--- config.mk ---
export PLATFORM = sky130hd
export DESIGN_NAME = riscv_test_monitor
export DESIGN_NICKNAME = d
export VERILOG_FILES = /design/src/rtl/riscv_mon_pkg.sv /design/src/rtl/riscv_mon_trace_fifo.sv /design/src/rtl/riscv_test_monitor.sv
export SDC_FILE = /design/constraint.sdc
export NUM_CORES = 1
export LEC_CHECK = 0
export ABC_AREA = 1
export BUFFER_PORTS_ARGS = -buffer_cell sky130_fd_sc_hd__buf_2
export CORE_MARGIN = 1
export CORE_UTILIZATION = 45
export CTS_CLUSTER_DIAMETER = 30
export DETAILED_ROUTE_END_ITERATION = 12
export PLACE_DENSITY = 0.66
export SKIP_CTS_REPAIR_TIMING = 1
export SYNTH_ARGS = -nofsm -noshare
export SYNTH_HDL_FRONTEND = slang
export SYNTH_SLANG_ARGS = --single-unit
--- constraint.sdc ---
create_clock -name clk -period 3.55 [get_ports clk]
set_clock_uncertainty 0.1 [all_clocks]
set_input_delay 0.8875 -clock clk [delete_from_list [all_inputs] [get_ports clk]]
set_output_delay 0.8875 -clock clk [all_outputs]
set_load 0.01 [all_outputs]
--- src/rtl/riscv_mon_pkg.sv ---
// Shared types and constants for the riscv-tests pass/fail monitor.
package riscv_mon_pkg;

  typedef enum logic [1:0] {
    ST_IDLE   = 2'd0,
    ST_RUN    = 2'd1,
    ST_SETTLE = 2'd2,
    ST_DONE   = 2'd3
  } mon_state_t;

  // riscv-tests convention: x26 = end flag, x27 = pass flag, x3 (gp) = test number
  localparam int unsigned DEF_DONE_REG = 26;
  localparam int unsigned DEF_PASS_REG = 27;
  localparam int unsigned DEF_TNUM_REG = 3;

  localparam int unsigned VERDICT_W = 32;

endpackage

--- src/rtl/riscv_mon_trace_fifo.sv ---
// Jump trace FIFO: synchronous, first-word-fall-through, DEPTH a power of two.
// A pop frees a slot in the same cycle, so push+pop while full is accepted.
module riscv_mon_trace_fifo
  import riscv_mon_pkg::*;
#(
  parameter int unsigned WIDTH = 64,
  parameter int unsigned DEPTH = 8
) (
  input  logic             clk,
  input  logic             rst,
  input  logic             flush,
  input  logic             push,
  input  logic             pop,
  input  logic [WIDTH-1:0] wr_data,
  output logic [WIDTH-1:0] rd_data,
  output logic             valid,
  output logic             full
);

  localparam int unsigned PTR_W = $clog2(DEPTH);

  logic [WIDTH-1:0] mem [DEPTH];
  logic [PTR_W-1:0] wr_ptr;
  logic [PTR_W-1:0] rd_ptr;
  logic [PTR_W:0]   count;
  logic             do_push;
  logic             do_pop;

  assign valid   = (count != '0);
  assign full    = (count == (PTR_W + 1)'(DEPTH));
  assign do_pop  = pop && valid;
  assign do_push = push && (!full || do_pop);
  assign rd_data = mem[rd_ptr];

  always_ff @(posedge clk) begin
    if (rst || flush) begin
      wr_ptr <= '0;
      rd_ptr <= '0;
      count  <= '0;
    end else begin
      if (do_push) wr_ptr <= wr_ptr + 1'b1;
      if (do_pop)  rd_ptr <= rd_ptr + 1'b1;
      if (do_push && !do_pop)      count <= count + 1'b1;
      else if (do_pop && !do_push) count <= count - 1'b1;
    end
  end

  always_ff @(posedge clk) begin
    if (do_push) mem[wr_ptr] <= wr_data;
  end

endmodule

--- src/rtl/riscv_test_monitor.sv ---
// riscv-tests end-signature monitor with settle delay, cycle timeout and jump count.
// Define RISCV_MON_TRACE_EN to add the jump trace FIFO and its trace_* ports.
//
// state  | meaning
// IDLE   | waiting for start after reset
// RUN    | test executing; cycle timeout armed
// SETTLE | end signature seen; waiting before sampling the verdict
// DONE   | verdict held until start or rst
module riscv_test_monitor
  import riscv_mon_pkg::*;
#(
  parameter int unsigned ADDR_W         = 32,
  parameter int unsigned TIMEOUT_W      = 24,
  parameter int unsigned TIMEOUT_CYCLES = 2500,
  parameter int unsigned SETTLE_CYCLES  = 3,
  parameter int unsigned DONE_REG       = DEF_DONE_REG,
  parameter int unsigned PASS_REG       = DEF_PASS_REG,
  parameter int unsigned TNUM_REG       = DEF_TNUM_REG,
  parameter int unsigned TRACE_DEPTH    = 8
) (
  input  logic                 clk,
  input  logic                 rst,
  input  logic                 start,
  input  logic                 wb_en,
  input  logic [4:0]           wb_addr,
  input  logic [VERDICT_W-1:0] wb_data,
  input  logic                 jump_valid,
  input  logic [ADDR_W-1:0]    jump_from,
  input  logic [ADDR_W-1:0]    jump_to,
`ifdef RISCV_MON_TRACE_EN
  input  logic                 trace_rd,
  output logic                 trace_valid,
  output logic [ADDR_W-1:0]    trace_from,
  output logic [ADDR_W-1:0]    trace_to,
  output logic                 trace_ovf,
`endif
  output logic                 busy,
  output logic                 done,
  output logic                 pass,
  output logic                 timeout,
  output logic [VERDICT_W-1:0] fail_testnum,
  output logic [TIMEOUT_W-1:0] cycle_cnt,
  output logic [15:0]          jump_cnt
);

  if (TIMEOUT_CYCLES < 1 || 64'(TIMEOUT_CYCLES) >= (64'd1 << TIMEOUT_W) ||
      SETTLE_CYCLES < 1 || TRACE_DEPTH < 2 ||
      (TRACE_DEPTH & (TRACE_DEPTH - 1)) != 0) begin : g_param_check
    $error("riscv_test_monitor: illegal parameter combination");
  end

  localparam logic [4:0] DONE_IDX = 5'(DONE_REG);
  localparam logic [4:0] PASS_IDX = 5'(PASS_REG);
  localparam logic [4:0] TNUM_IDX = 5'(TNUM_REG);
  localparam int unsigned SET_W = (SETTLE_CYCLES > 1) ? $clog2(SETTLE_CYCLES) : 1;
  localparam logic [SET_W-1:0]     SET_LOAD = SET_W'(SETTLE_CYCLES - 1);
  localparam logic [TIMEOUT_W-1:0] TO_LAST  = TIMEOUT_W'(TIMEOUT_CYCLES - 1);

  mon_state_t           state;
  mon_state_t           state_next;
  logic [SET_W-1:0]     settle_cnt;
  logic [VERDICT_W-1:0] pass_sh;
  logic [VERDICT_W-1:0] tnum_sh;
  logic [VERDICT_W-1:0] pass_src;
  logic                 wb_live;
  logic                 sig_end;
  logic                 active;
  logic                 jump_hit;
  logic                 arm;
  logic                 enter_settle;
  logic                 to_hit;
  logic                 verdict;

  assign wb_live  = wb_en && (wb_addr != 5'd0);
  assign sig_end  = wb_live && (wb_addr == DONE_IDX) && (wb_data == VERDICT_W'(1));
  // a pass-flag write in the last SETTLE cycle must reach the sample
  assign pass_src = (wb_live && (wb_addr == PASS_IDX)) ? wb_data : pass_sh;
  assign active   = (state == ST_RUN) || (state == ST_SETTLE);
  assign busy     = active;
  assign jump_hit = active && jump_valid;

  always_ff @(posedge clk) begin
    if (rst) state <= ST_IDLE;
    else     state <= state_next;
  end

  always_comb begin
    state_next   = state;
    arm          = 1'b0;
    enter_settle = 1'b0;
    to_hit       = 1'b0;
    verdict      = 1'b0;
    unique case (state)
      ST_IDLE, ST_DONE: begin
        if (start) begin
          state_next = ST_RUN;
          arm        = 1'b1;
        end
      end
      ST_RUN: begin
        if (sig_end) begin
          state_next   = ST_SETTLE;
          enter_settle = 1'b1;
        end else if (cycle_cnt == TO_LAST) begin
          state_next = ST_DONE;
          to_hit     = 1'b1;
        end
      end
      ST_SETTLE: begin
        if (settle_cnt == '0) begin
          state_next = ST_DONE;
          verdict    = 1'b1;
        end
      end
      default: state_next = ST_IDLE;
    endcase
  end

  always_ff @(posedge clk) begin
    if (rst || arm) begin
      cycle_cnt    <= '0;
      jump_cnt     <= '0;
      pass_sh      <= '0;
      tnum_sh      <= '0;
      settle_cnt   <= '0;
      done         <= 1'b0;
      pass         <= 1'b0;
      timeout      <= 1'b0;
      fail_testnum <= '0;
    end else begin
      if (wb_live && (state != ST_DONE)) begin
        if (wb_addr == PASS_IDX) pass_sh <= wb_data;
        if (wb_addr == TNUM_IDX) tnum_sh <= wb_data;
      end
      if ((state == ST_RUN) && (state_next == ST_RUN)) cycle_cnt <= cycle_cnt + 1'b1;
      if (jump_hit && (jump_cnt != 16'hFFFF)) jump_cnt <= jump_cnt + 1'b1;
      if (enter_settle)
        settle_cnt <= SET_LOAD;
      else if ((state == ST_SETTLE) && (settle_cnt != '0))
        settle_cnt <= settle_cnt - 1'b1;
      if (to_hit) begin
        done    <= 1'b1;
        timeout <= 1'b1;
        pass    <= 1'b0;
      end
      if (verdict) begin
        done         <= 1'b1;
        pass         <= (pass_src == VERDICT_W'(1));
        fail_testnum <= tnum_sh;
      end
    end
  end

`ifdef RISCV_MON_TRACE_EN
  logic                  trace_full;
  logic [2*ADDR_W-1:0]   trace_word;

  riscv_mon_trace_fifo #(
    .WIDTH (2 * ADDR_W),
    .DEPTH (TRACE_DEPTH)
  ) u_trace_fifo (
    .clk     (clk),
    .rst     (rst),
    .flush   (arm),
    .push    (jump_hit),
    .pop     (trace_rd),
    .wr_data ({jump_from, jump_to}),
    .rd_data (trace_word),
    .valid   (trace_valid),
    .full    (trace_full)
  );

  assign trace_from = trace_word[2*ADDR_W-1:ADDR_W];
  assign trace_to   = trace_word[ADDR_W-1:0];

  always_ff @(posedge clk) begin
    if (rst || arm)
      trace_ovf <= 1'b0;
    else if (jump_hit && trace_full && !(trace_rd && trace_valid))
      trace_ovf <= 1'b1;
  end
`else
  logic unused_jump;
  assign unused_jump = ^{jump_from, jump_to};
`endif

endmodule

# Word level (Yosys, flattened, before mapping)
# Cells that the tools add are included.
# word_totals
ff_bits	143
latch_bits	0
mem_bits_rw	0
rom_bits	0
output_inout_bits	76
mem_count	0
# op_classes
n_addsub	3
multipliers	0
n_div	0
magnitude_cmp	0
eq_ne	12
n_shift	0
n_mux	21
bitwise_logic	0
reduce_logical	21
# ops
op	n
$eq 32x1->1 const B	2
$mux 32	1
$add 24x1->24 const B	1
$eq 24x12->1 const B	1
$add 16x1->16 const B	1
$ne 16x16->1 const B	1
$mux 1	13
$mux 2	6
$eq 5x5->1 const B	2
$logic_and 1x1->1	9
$pmux 2 s3	1
$reduce_bool 2->1	3
$eq 5x2->1 const B	1
$reduce_bool 5->1	1
$eq 2x1->1 const B	2
$eq 2x2->1 const B	2
$logic_not 2->1	2
$reduce_and 2->1	2
$reduce_or 2->1	2
$logic_or 1x1->1	2
$ne 2x2->1 const B	1
$sub 2x1->2 const B	1

# Logic depth before layout (Yosys ltp)
# depth
ltp_word	8
mapped_depth	16
depth_no_buf	13

# Worst setup path before layout
# No wires, ideal clock.
# synth_timing
kind	in2reg
start	input wb_addr[3]
end	register cycle_cnt[16]
setup_time_ps	128
arrival_time_ps	2000
path_slack_ps	1323
path_stages	12
cell_sequence	inv_1 nor2_1 nand3b_1 nor2_2 nand3_1 a21oi_2 nand2_2 buf_4 nand4_1 nand2_1 nand2_1 nor2_1
# synth_via
elab_chain_len	8
# synth_rtl
item	line	text
start, declared	riscv_test_monitor.sv:25	input logic [4:0] wb_addr,
$reduce_bool 5->1	riscv_test_monitor.sv:74	assign wb_live = wb_en && (wb_addr != 5'd0);
$logic_and 1x1->1	riscv_test_monitor.sv:74	
$logic_and 1x1->1 (*) (2 in a row)	riscv_test_monitor.sv:75	assign sig_end = wb_live && (wb_addr == DONE_IDX) && (wb_data == VERDICT_W'(1));
$mux 2 (*)	riscv_test_monitor.sv:101	if (sig_end) begin
$pmux 2 s3 (*)	riscv_test_monitor.sv:93	unique case (state)
$eq 2x1->1 (*)	riscv_test_monitor.sv:135	if ((state == ST_RUN) && (state_next == ST_RUN)) cycle_cnt <= cycle_cnt + 1'b1;
$logic_and 1x1->1 (*)	riscv_test_monitor.sv:135	
end signal, assigned	riscv_test_monitor.sv:135	
end, declared	riscv_test_monitor.sv:42	output logic [TIMEOUT_W-1:0] cycle_cnt,
# Mark *: on every way between the ends. The rest lies on a longest branch, timed or not.
# A chain may end at the register's enable or synchronous reset.

# Worst setup path after layout
# layout_timing
start	register state[0]
end	output busy
# layout_via
elab_chain_len	2
# layout_rtl
item	line	text
start, declared	riscv_test_monitor.sv:59	mon_state_t state;
start signal, assigned	riscv_test_monitor.sv:84	else state <= state_next;
$eq 2x1->1 or $eq 2x2->1 (tied branches)	riscv_test_monitor.sv:78	assign active = (state == ST_RUN) || (state == ST_SETTLE);
$logic_or 1x1->1 (*)	riscv_test_monitor.sv:78	
end, declared	riscv_test_monitor.sv:37	output logic busy,
# Marks and branches as above.

==> impl_metrics.toml <==
[place]
hpwl_mm = 11.2
port-buffer-count = 117
placement.setup.worst_slack_ps = 578
gp_congestion = 0.848

[synth]
synth_fp_nets = 1044
yosysTopAreaCellShare_pct = 43.1
synth.area.top_cells = "sky130_fd_sc_hd__dfxtp_1 43%, sky130_fd_sc_hd__nand2_1 11%, sky130_fd_sc_hd__nor2_1 8.0%"
synth-edff-count = 0
synth.cell_area_sq_um = 6640
synthDominantAreaCellType = "sky130_fd_sc_hd__dfxtp_1"
netlist_instances = 932
syn-mean-instance-area_sq_um = 7.12
most_instantiated_flip_flop_cell_in_the_synthesis_netlist = "sky130_fd_sc_hd__dfxtp_1"
synth_async_sr_flop_share_pct = 0
yosys.cell_types.count = 36
sequential_to_total_area_share_from_yosys_stat_pct = 43.1
yosys_reg_bits = 143
synth-warning-count = 0

[cells_and_area]
drive_above_1_share_pct = 19.0
nets = 1145
area_growth_syn_to_layout_pct = 19.9
fillCellCount = 1487

[detailed_routing]
wire_length_after_detailed_routing_mm = 16.4
first_iter_violations = 394
routedWlPerCell_um = 13.3
vias = 6217
dr.pass1.iters = 4
drc = 0
postRouteAntennaNets = 0
vias_per_cell = 5.05

[floorplanning]
floorplan.die_area_sq_um = 15200
fp.dieW_um = 123
core_area_sq_um = 14500
top_level_ports = 182
placementRows = 44
die-height_um = 123
initial_core_utilization_pct = 45.9

[cts]
clock_sink_count = 143
cts_made_buffers = 17
cts_tree = "done"
root_buffer = "sky130_fd_sc_hd__clkbuf_16"
clk_pin_slew_worst_paths_ps = 60
clk_latency_ps = 420
cts_htree_levels = 4
ctsLongestPathBuffers = 2

[worst_setup_path]
cp.buffers_inverters = 3
reg2reg_from = "state[0]$_SDFF_PP0_"
timing_worst_setup_path_type = "reg -> out"
worstSetupEndpointType = "output port"
crit_path_start_kind = "register"
cp-startpoint = "state[0]$_SDFF_PP0_"
slowest_stage = "sky130_fd_sc_hd__dfxtp_1"
timing.critical_path.cells = "inv_1, ha_1, inv_1, buf_2"
cpLargestDelayFamily = "buffers and inverters"
critical_path_peak_fanout = 6
critical_path_required_ps = 2560
worst-endpoint-arrival_ps = 1730
cpPeakStageDelay_ps = 410
timing.critical_path.mode_cell = "sky130_fd_sc_hd__inv_1"

[sta]
timing.final.max_slew_violations = 0
max_slew_margin_pct = 49.1
tcrit_tclk_final_pct = 76.6
grt_setup_unrepaired = "false"
timing.final.ws_setup_ps = 829
final-hold-violation-count = 0
achievable-frequency_ghz = 0.368
setup_violations = 0
finalWorstPathRequiredPeriod_ps = 2720
max_slew.worst_pin.slew_ps = 761
tns_ps = 0

[power_and_ir_drop]
p_leak_nw = 3.52
powerDensity_nw_per_um2 = 557
vdd.ir_drop.worst_uv = 451
post-layout-total-power_mw = 4.43

[global_route]
grt_pass1_vias = 5739
maximum_number_of_pins_on_one_net_before_global_route_repair = 65
global_route_wire_length_before_repair_mm = 26.9
globalRouteOverflowTotal = 0
gr-usage-all-layers_pct = 22.8
grt_antenna_before_repair = 1

[worst_hold_path]
holdCritStartpoint = "fail_testnum[7]$_SDFFE_PP0P_"
worstHoldPathType = "reg -> reg"

[job]
maxCapViolations = 0

[run_status]
outcome = "completed"
-- layout make-up --
type,instances,area [sq um],share of cell area [%]
repair buffers,125,671,8.43
flip-flops and latches,143,2860,36.0
clock inverters,10,135,1.70
clock buffers,21,470,5.91
well taps,184,230,2.89
multi-input cells,632,3160,39.7
diodes,1,2.50,0.0314
inverters,114,428,5.38
-- Yosys cell counts (2+ instances only) --
master / instances
sky130_fd_sc_hd__a211oi_1: 32
sky130_fd_sc_hd__a21oi_1: 82
sky130_fd_sc_hd__a31oi_1: 2
sky130_fd_sc_hd__buf_2: 8
sky130_fd_sc_hd__buf_4: 3
sky130_fd_sc_hd__buf_6: 4
sky130_fd_sc_hd__clkbuf_1: 27
sky130_fd_sc_hd__clkinv_1: 2
sky130_fd_sc_hd__dfxtp_1: 143
sky130_fd_sc_hd__ha_1: 6
sky130_fd_sc_hd__inv_1: 108
sky130_fd_sc_hd__inv_2: 4
sky130_fd_sc_hd__nand2_1: 191
sky130_fd_sc_hd__nand2_2: 8
sky130_fd_sc_hd__nand3_1: 19
sky130_fd_sc_hd__nand3_2: 4
sky130_fd_sc_hd__nand3b_1: 2
sky130_fd_sc_hd__nand4_1: 41
sky130_fd_sc_hd__nand4_2: 6
sky130_fd_sc_hd__nor2_1: 141
sky130_fd_sc_hd__nor2_2: 10
sky130_fd_sc_hd__nor2_4: 3
sky130_fd_sc_hd__nor3_1: 12
sky130_fd_sc_hd__nor3_2: 2
sky130_fd_sc_hd__nor4_1: 12
sky130_fd_sc_hd__o21ai_0: 47
sky130_fd_sc_hd__xor2_1: 4
-- cells by family (layout without fill, tap and decap cells) --
group / after synthesis / in the layout / synth area share (%)
AND/OR/NAND/NOR: 454 / 454 / 31.4
other: 0 / 1 / 0
AO/OA/AOI/OAI: 168 / 168 / 14.2
buffers and inverters: 157 / 270 / 9.65
adder cells (fa/ha/maj): 6 / 6 / 1.13
flip-flops: 143 / 143 / 43.1
XOR/XNOR: 4 / 4 / 0.528
-- layout by cell type, fill, tap and decap left out, types with 17 or more instances in the layout --
cell type / n
sky130_fd_sc_hd__nand2_1: 191
sky130_fd_sc_hd__dfxtp_1: 143
sky130_fd_sc_hd__nor2_1: 141
sky130_fd_sc_hd__buf_2: 117
sky130_fd_sc_hd__inv_1: 107
sky130_fd_sc_hd__a21oi_1: 81
sky130_fd_sc_hd__o21ai_0: 47
sky130_fd_sc_hd__nand4_1: 41
sky130_fd_sc_hd__a211oi_1: 32
sky130_fd_sc_hd__nand3_1: 19
sky130_fd_sc_hd__clkbuf_16: 17
-- worst min-delay path, delay by kind of cell (launching register included) --
family             cells  cell delay [ps]
AOI/OAI and AO/OA      1               50
DFF                    1              300
and+or+nand+nor        1               60
-- stage by stage --
step	hold WS, ps	utilization (%)	instance area (sq um)	std cells
2_1_floorplan	341	-	6640	932
3_3_place_gp	348	50.8	7350	1198
3_5_place_dp	353	50.8	7350	1198
4_1_cts	362	54.9	7960	1229
5_1_grt	380	54.9	7960	1229
6_report	358	55.0	7960	1230
-- routing by layer --
layer	track usage, %	part of all wire (%)	routed length [um]
met5	0	0	0
met4	9.04	1.9	318
met3	5.07	4.9	808
met2	37.1	46	7480
met1	29.3	47	7750
-- final timing paths --
kind | end | slack (ps) | cells past startpoint
worst max-delay path | busy | 830 | 4
worst min register to register | fail_testnum[7]$_SDFFE_PP0P_ | 360 | 2
worst max register to register | cycle_cnt[9]$_SDFFE_PP0P_ | 830 | 13
worst min-delay path | fail_testnum[7]$_SDFFE_PP0P_ | 360 | 2
-- state kept, by name, summed over array words and instances (netlist names) --
name          flops
state             2
timeout           1
fail_testnum     32
tnum_sh          32
jump_cnt         16
settle_cnt        2
done              1
pass_sh          32
pass              1
cycle_cnt        24
-- power by group --
| part | total [mW] | switching [mW] | internal (mW) | leakage (nW) |
|---|---|---|---|---|
| Combinational | 0.939 | 0.734 | 0.204 | 2.07 |
| Clock | 1.82 | 0.670 | 1.15 | 0.299 |
| Sequential | 1.67 | 0.0314 | 1.64 | 1.15 |
No activity file was read; power rests on OpenSTA's default activity.
